### config.mk
export PLATFORM = sky130hd
export DESIGN_NAME = uart_tx_scheduler_flat
export DESIGN_NICKNAME = d
export VERILOG_FILES = /design/src/rtl/uart_tx_scheduler_if.sv /design/src/rtl/uart_tx_scheduler.sv /design/src/flat_wrapper.sv
export SDC_FILE = /design/constraint.sdc
export NUM_CORES = 1
export LEC_CHECK = 0
export BUFFER_PORTS_ARGS = -buffer_cell sky130_fd_sc_hd__buf_2
export CAP_MARGIN = 10
export CORE_MARGIN = 8
export CORE_UTILIZATION = 49
export DETAILED_ROUTE_END_ITERATION = 6
export PLACE_DENSITY = 0.87
export REMOVE_ABC_BUFFERS = 1
export SYNTH_ARGS = -nofsm -noshare
export SYNTH_HDL_FRONTEND = slang
export SYNTH_SLANG_ARGS = --single-unit
export TNS_END_PERCENT = 10
### constraint.sdc
create_clock -name clk -period 2.3 [get_ports clk]
set_input_delay 0.23 -clock clk [delete_from_list [all_inputs] [get_ports clk]]
set_output_delay 0.23 -clock clk [all_outputs]
set_load 0.02 [all_outputs]
### src/rtl/uart_tx_scheduler_if.sv
// uart_tx_scheduler_if: source FIFO and UART handshake bundle for the TX scheduler
interface uart_tx_scheduler_if #(parameter int NUM_SRC = 2);
  logic [NUM_SRC-1:0] pkt_req;
  logic [8*NUM_SRC-1:0] fifo_data;
  logic [NUM_SRC-1:0] fifo_valid;
  logic [NUM_SRC-1:0] fifo_pop;
  logic uart_tx_empty;
  logic uart_tx_latch;
  logic [7:0] uart_tx_data;
  logic [NUM_SRC-1:0] grant;
  logic busy;
  logic [NUM_SRC-1:0] pend_ovf;
  modport master (
    input pkt_req, fifo_data, fifo_valid, uart_tx_empty,
    output fifo_pop, uart_tx_latch, uart_tx_data, grant, busy, pend_ovf
  );
  modport slave (
    output pkt_req, fifo_data, fifo_valid, uart_tx_empty,
    input fifo_pop, uart_tx_latch, uart_tx_data, grant, busy, pend_ovf
  );
endinterface

### src/rtl/uart_tx_scheduler.sv
// uart_tx_scheduler: round-robin framing of per-source FIFO packets onto one UART transmitter
module uart_tx_scheduler #(
  parameter int NUM_SRC = 2,
  parameter logic [7:0] PREFIX_BASE = 8'h61,
  parameter int MAX_BYTES = 64
) (
  input logic clk,
  input logic resetn,
  uart_tx_scheduler_if.master bus
);
  localparam int IW = NUM_SRC > 1 ? $clog2(NUM_SRC) : 1;
  typedef enum logic [2:0] {IDLE, PREFIX, HI, LO, EOL} state_t;
  state_t state, state_nx;
  logic [IW-1:0] g, rr_last, sel;
  logic [7:0] byte_cnt, head;
  logic [3:0] pend [NUM_SRC];
  logic [NUM_SRC-1:0] pend_nz, dec;
  logic any, valid_g, hi_done, tx_go, eol_go;

  function automatic logic [7:0] hex(input logic [3:0] n);
    return n < 4'd10 ? 8'h30 + {4'h0, n} : 8'h37 + {4'h0, n};
  endfunction

  for (genvar i = 0; i < NUM_SRC; i++) begin : g_nz
    assign pend_nz[i] = |pend[i];
  end

  assign head = 8'(bus.fifo_data >> {g, 3'b000});
  assign valid_g = |(bus.fifo_valid & (NUM_SRC'(1) << g));
  assign hi_done = !valid_g || byte_cnt == 8'(MAX_BYTES);
  assign eol_go = state == EOL && bus.uart_tx_empty;
  assign dec = eol_go ? NUM_SRC'(1) << g : '0;

  // pick the first pending source after rr_last, wrapping; nearest index wins
  always_comb begin
    sel = rr_last;
    any = 1'b0;
    for (int k = NUM_SRC; k >= 1; k--)
      if (pend_nz[(int'(rr_last) + k) % NUM_SRC]) begin
        sel = IW'((int'(rr_last) + k) % NUM_SRC);
        any = 1'b1;
      end
  end

  // state register
  always_ff @(posedge clk or negedge resetn)
    if (!resetn) state <= IDLE;
    else state <= state_nx;

  // next-state: every char-emitting state waits for the UART buffer
  always_comb begin
    state_nx = state;
    case (state)
      IDLE: state_nx = any ? PREFIX : IDLE;
      PREFIX: state_nx = bus.uart_tx_empty ? HI : PREFIX;
      HI: state_nx = hi_done ? EOL : bus.uart_tx_empty ? LO : HI;
      LO: state_nx = bus.uart_tx_empty ? HI : LO;
      EOL: state_nx = bus.uart_tx_empty ? IDLE : EOL;
      default: state_nx = IDLE;
    endcase
  end

  // outputs: latch only into an empty UART, data forced to zero otherwise
  always_comb begin
    tx_go = bus.uart_tx_empty && (state == PREFIX || state == LO || state == EOL || (state == HI && !hi_done));
    bus.uart_tx_latch = tx_go;
    bus.uart_tx_data = !tx_go ? 8'h00 :
                       state == PREFIX ? PREFIX_BASE + 8'({g, 1'b0}) :
                       state == HI ? hex(head[7:4]) :
                       state == LO ? hex(head[3:0]) : 8'h0A;
    bus.fifo_pop = (state == LO && bus.uart_tx_empty) ? NUM_SRC'(1) << g : '0;
    bus.grant = state != IDLE ? NUM_SRC'(1) << g : '0;
    bus.busy = state != IDLE;
  end

  // granted index, payload byte count and round-robin pointer
  always_ff @(posedge clk or negedge resetn)
    if (!resetn) begin
      g <= '0;
      byte_cnt <= '0;
      rr_last <= IW'(NUM_SRC - 1);
    end else begin
      if (state == IDLE && any) begin
        g <= sel;
        byte_cnt <= '0;
      end
      if (state == LO && bus.uart_tx_empty) byte_cnt <= byte_cnt + 8'd1;
      if (eol_go) rr_last <= g;
    end

  // per-source pending packet counters; a request coinciding with EOL nets to zero
  always_ff @(posedge clk or negedge resetn)
    if (!resetn) begin
      for (int k = 0; k < NUM_SRC; k++) pend[k] <= '0;
      bus.pend_ovf <= '0;
    end else
      for (int k = 0; k < NUM_SRC; k++)
        if (bus.pkt_req[k] && !dec[k]) begin
          if (pend[k] == 4'hF) bus.pend_ovf[k] <= 1'b1;
          else pend[k] <= pend[k] + 4'd1;
        end else if (dec[k] && !bus.pkt_req[k]) pend[k] <= pend[k] - 4'd1;
endmodule

### src/flat_wrapper.sv
// flat-port wrapper written by rule: the top's interface ports become plain ports
module uart_tx_scheduler_flat 
#(
  parameter int NUM_SRC = 2,
  parameter logic [7:0] PREFIX_BASE = 8'h61,
  parameter int MAX_BYTES = 64
)
  (clk, resetn, bus_pkt_req, bus_fifo_data, bus_fifo_valid, bus_uart_tx_empty, bus_fifo_pop, bus_uart_tx_latch, bus_uart_tx_data, bus_grant, bus_busy, bus_pend_ovf);
  uart_tx_scheduler_if #(.NUM_SRC(NUM_SRC)) bus_i ();
  input logic clk;
  input logic resetn;
  input wire logic [$bits(bus_i.pkt_req)-1:0] bus_pkt_req;
  input wire logic [$bits(bus_i.fifo_data)-1:0] bus_fifo_data;
  input wire logic [$bits(bus_i.fifo_valid)-1:0] bus_fifo_valid;
  input wire logic [$bits(bus_i.uart_tx_empty)-1:0] bus_uart_tx_empty;
  output wire logic [$bits(bus_i.fifo_pop)-1:0] bus_fifo_pop;
  output wire logic [$bits(bus_i.uart_tx_latch)-1:0] bus_uart_tx_latch;
  output wire logic [$bits(bus_i.uart_tx_data)-1:0] bus_uart_tx_data;
  output wire logic [$bits(bus_i.grant)-1:0] bus_grant;
  output wire logic [$bits(bus_i.busy)-1:0] bus_busy;
  output wire logic [$bits(bus_i.pend_ovf)-1:0] bus_pend_ovf;
  assign bus_i.pkt_req = bus_pkt_req;
  assign bus_i.fifo_data = bus_fifo_data;
  assign bus_i.fifo_valid = bus_fifo_valid;
  assign bus_i.uart_tx_empty = bus_uart_tx_empty;
  assign bus_fifo_pop = bus_i.fifo_pop;
  assign bus_uart_tx_latch = bus_i.uart_tx_latch;
  assign bus_uart_tx_data = bus_i.uart_tx_data;
  assign bus_grant = bus_i.grant;
  assign bus_busy = bus_i.busy;
  assign bus_pend_ovf = bus_i.pend_ovf;
  uart_tx_scheduler #(.NUM_SRC(NUM_SRC), .PREFIX_BASE(PREFIX_BASE), .MAX_BYTES(MAX_BYTES)) u_core (.clk(clk), .resetn(resetn), .bus(bus_i));
endmodule
==> flow_summary.ini <==
[drt]
wire_per_inst_um = 15.8
ant_nets = 0
viasPerCell = 5.82
drt-pass1-iter-count = 4
vias = 1764
first_iter_violations = 119
drc = 0
routed_wl_mm = 4.78

[clock_tree]
numClockSinks = 23
insertion_delay_ps = 270
numCtsBuffers = 3
cts.clk_slew.worst_paths_ps = 90
h-tree-depth = 1
cts_tree = done
root_buffer = clkbuf_8
clock_path_buffers = 2

[global_routing]
antenna_found_initial = 0
grt_max_degree = 24
grt_pass1_vias = 1782
grtUsageTotal_pct = 15.4
grt_pass1_wl_mm = 7.87
overflow = 0

[timing]
relSlewSlack_pct = 50.5
tightestPinTransition_ps = 737
fin_crit_sh_pct = 105
hold_viol = 0
max_freq_mhz = 413
setup_ws_ps = -121
grt_setup_unrepaired = true
setup_viol = 6
setup_tns_ps = -517
layout_min_cycle_time_ps = 2420
drv_slew = 0
skew_ps = 3.40

[yosys]
netlist_area_sq_um = 1830
synth_edf_count = 0
synthFlopType = dfrtp_1
postSynthAreaPerCell_sq_um = 9.18
synth-seq-cells = 23
ys_seq_area_share_pct = 31.6
syn_inst = 199
ys_types = 52
async_flop_share_pct = 100
yosys_warnings = 0

[setup_path]
r2r_cells = 8
crit_required_ps = 2070
worstSetupStartpointType = register
critPathCaptureType = output port
path_class = reg2out
arrival_ps = 2190
rrSetupSlack_ps = 100
rr_endpoint = u_core.pend[3]$_DFFE_PN0P_
path_max_fanout = 5
regToRegStartpoint = u_core.g$_DFFE_PN0P_

[placement]
place_inst = 290
placed_area_sq_um = 2130
dp_hpwl_mm = 3.46
port_buffers = 37
routabilityCongestion = 0.842

[min_path]
hold_class = in2reg
hold_depth = 2
holdPathEnd = u_core.state[0]$_DFF_PN0_
hold_path.startpoint = bus_uart_tx_empty

[layout]
fin_nets = 289
final_area_sq_um = 2440
fin_cells = 303
synthToLayoutAreaGrowth_pct = 33.4
antenna_cells = 0
drive_gt1_share_pct = 37.3

[floorplan]
die-height_um = 77.1
dieArea_sq_um = 5940
fp-row-count = 22
initial_core_util_pct = 50.3
ioPinCount = 39
fp.coreArea_sq_um = 3630
die_w_um = 77.1

[power_and_ir_drop]
power.leakage_nw = 1.07
power_density_nw_per_um2 = 1230
irDropWorstVdd_mv = 0.666

[run_status]
status = finished with violations
violations = negative setup slack

[flow_run]
max_cap_viol_count = 0
power by group:
part | leakage, nW | total, mW | switching (mW) | internal (mW)
registers | 0.283 | 0.739 | 0.181 | 0.558
logic | 0.761 | 2.00 | 1.05 | 0.945
clock network | 0.0217 | 0.266 | 0.143 | 0.123
per-stage QoR:
step,utilization [%],hold WS (ps),power (mW),worst slack (ps)
2_1_floorplan,-,-65.6,1.85,-185
3_3_place_gp,58.6,228,2.31,175
3_5_place_dp,58.6,232,2.36,93.5
4_1_cts,62.9,298,2.76,-122
5_1_grt,67.0,308,3.22,-213
6_report,67.0,297,3.00,-121
logic make-up after synthesis:
kind of cell | count (synthesis) | share of synthesized area, %
xor+xnor | 7 | 3.36
simple gates | 75 | 22.9
other cells | 1 | 0.205
buf+inv | 15 | 3.84
compound gates | 51 | 20.2
mux | 17 | 10.2
fa+ha+maj | 10 | 7.67
flops | 23 | 31.6
final cells by class:
class                           count  area [sq um]
Fill cell                         302          1200
Tap cell                           48          60.1
Inverter                            8          30.0
Clock buffer                        3          41.3
Clock inverter                      1          7.51
Timing Repair Buffer               59           402
Multi-Input combinational cell    161          1320
Sequential cell                    23           578
worst max-delay path: stages, from the launching register on:
cell and delay [ps]:
dfrtp_2 510, clkbuf_16 190, nand2b_1 180, o21a_1 210, o221a_4 300, a2111oi_4 340, buf_4 190
worst max path at each step:
stage                                    startpoint                    endpoint  slack (ps)  cells past startpoint
after floorplan                u_core.g$_DFFE_PN0P_         bus_uart_tx_data[2]        -180                      5
after global placement    u_core.state[0]$_DFF_PN0_  u_core.pend[3]$_DFFE_PN0P_         170                      7
after detailed placement  u_core.state[1]$_DFF_PN0_  u_core.pend[3]$_DFFE_PN0P_          90                      7
after CTS                      u_core.g$_DFFE_PN0P_         bus_uart_tx_data[2]        -120                      7
after global routing           u_core.g$_DFFE_PN0P_         bus_uart_tx_data[1]        -210                      7
final                          u_core.g$_DFFE_PN0P_         bus_uart_tx_data[2]        -120                      6
cell usage after synthesis, types with 2 or more instances:
cell,number,area share (%)
a21o_1,3,1.2
a21oi_1,9,2.5
a31oi_1,4,1.4
and2_1,2,0.68
and3_1,3,1.0
and4b_1,2,1.1
buf_2,2,0.55
clkbuf_1,3,0.62
dfrtp_1,22,30
fa_1,2,2.2
ha_1,8,5.5
inv_1,8,1.6
mux2_2,7,4.3
mux2i_1,8,4.4
mux2i_2,2,1.5
nand2_1,19,3.9
nand2b_1,4,1.4
nand3_1,9,2.5
nand4_1,2,0.68
nor2_1,11,2.3
nor3_1,6,1.6
nor3b_1,3,1.2
nor4_2,2,1.4
o211ai_1,6,2.5
o21a_1,2,0.82
o21ai_0,10,2.7
o21ai_2,3,1.4
o21bai_1,3,1.2
or3_1,4,1.4
or4_1,2,0.82
xor2_1,7,3.4
state kept, by name, indices dropped and copies added (netlist names):
register and cells:
u_core.state 3, u_core.rr_last 1, u_core.pend 8, u_core.g 1, u_core.byte_cnt 8, u_core.bus.pend_ovf 2
layer usage:
metal | global-route usage (%) | part of all wire [%] | vias up
met5 | 0 | 0 | -
met4 | 3.96 | 1.1 | 0
met3 | 3.73 | 5.9 | 9
met2 | 26.1 | 48 | 61
met1 | 18.9 | 45 | 841
li1 | - | - | 853
repair_timing:
| item | in CTS | in global routing |
|---|---|---|
| endpoints found under the hold margin | 22 | 0 |
| setup buffers | 2 | 5 |
| endpoints found under the setup margin | 6 | 10 |
| pin swaps | 1 | 7 |
| resized for setup | 18 | 17 |
| gates cloned | 0 | 1 |
| hold buffers | 1 | 0 |
placed cells by master (no fill, tap or decap), drive strengths merged, types with 6 or more instances in the layout:
| cell type | instances |
|---|---|
| buf | 57 |
| dfrtp | 22 |
| nand2 | 19 |
| o21ai | 13 |
| nor2 | 11 |
| mux2i | 10 |
| nand3 | 9 |
| a21oi | 9 |
| inv | 8 |
| ha | 8 |
| mux2 | 7 |
| xor2 | 7 |
| o211ai | 6 |
| nor3 | 6 |
Power figures use the tool's default switching activity.
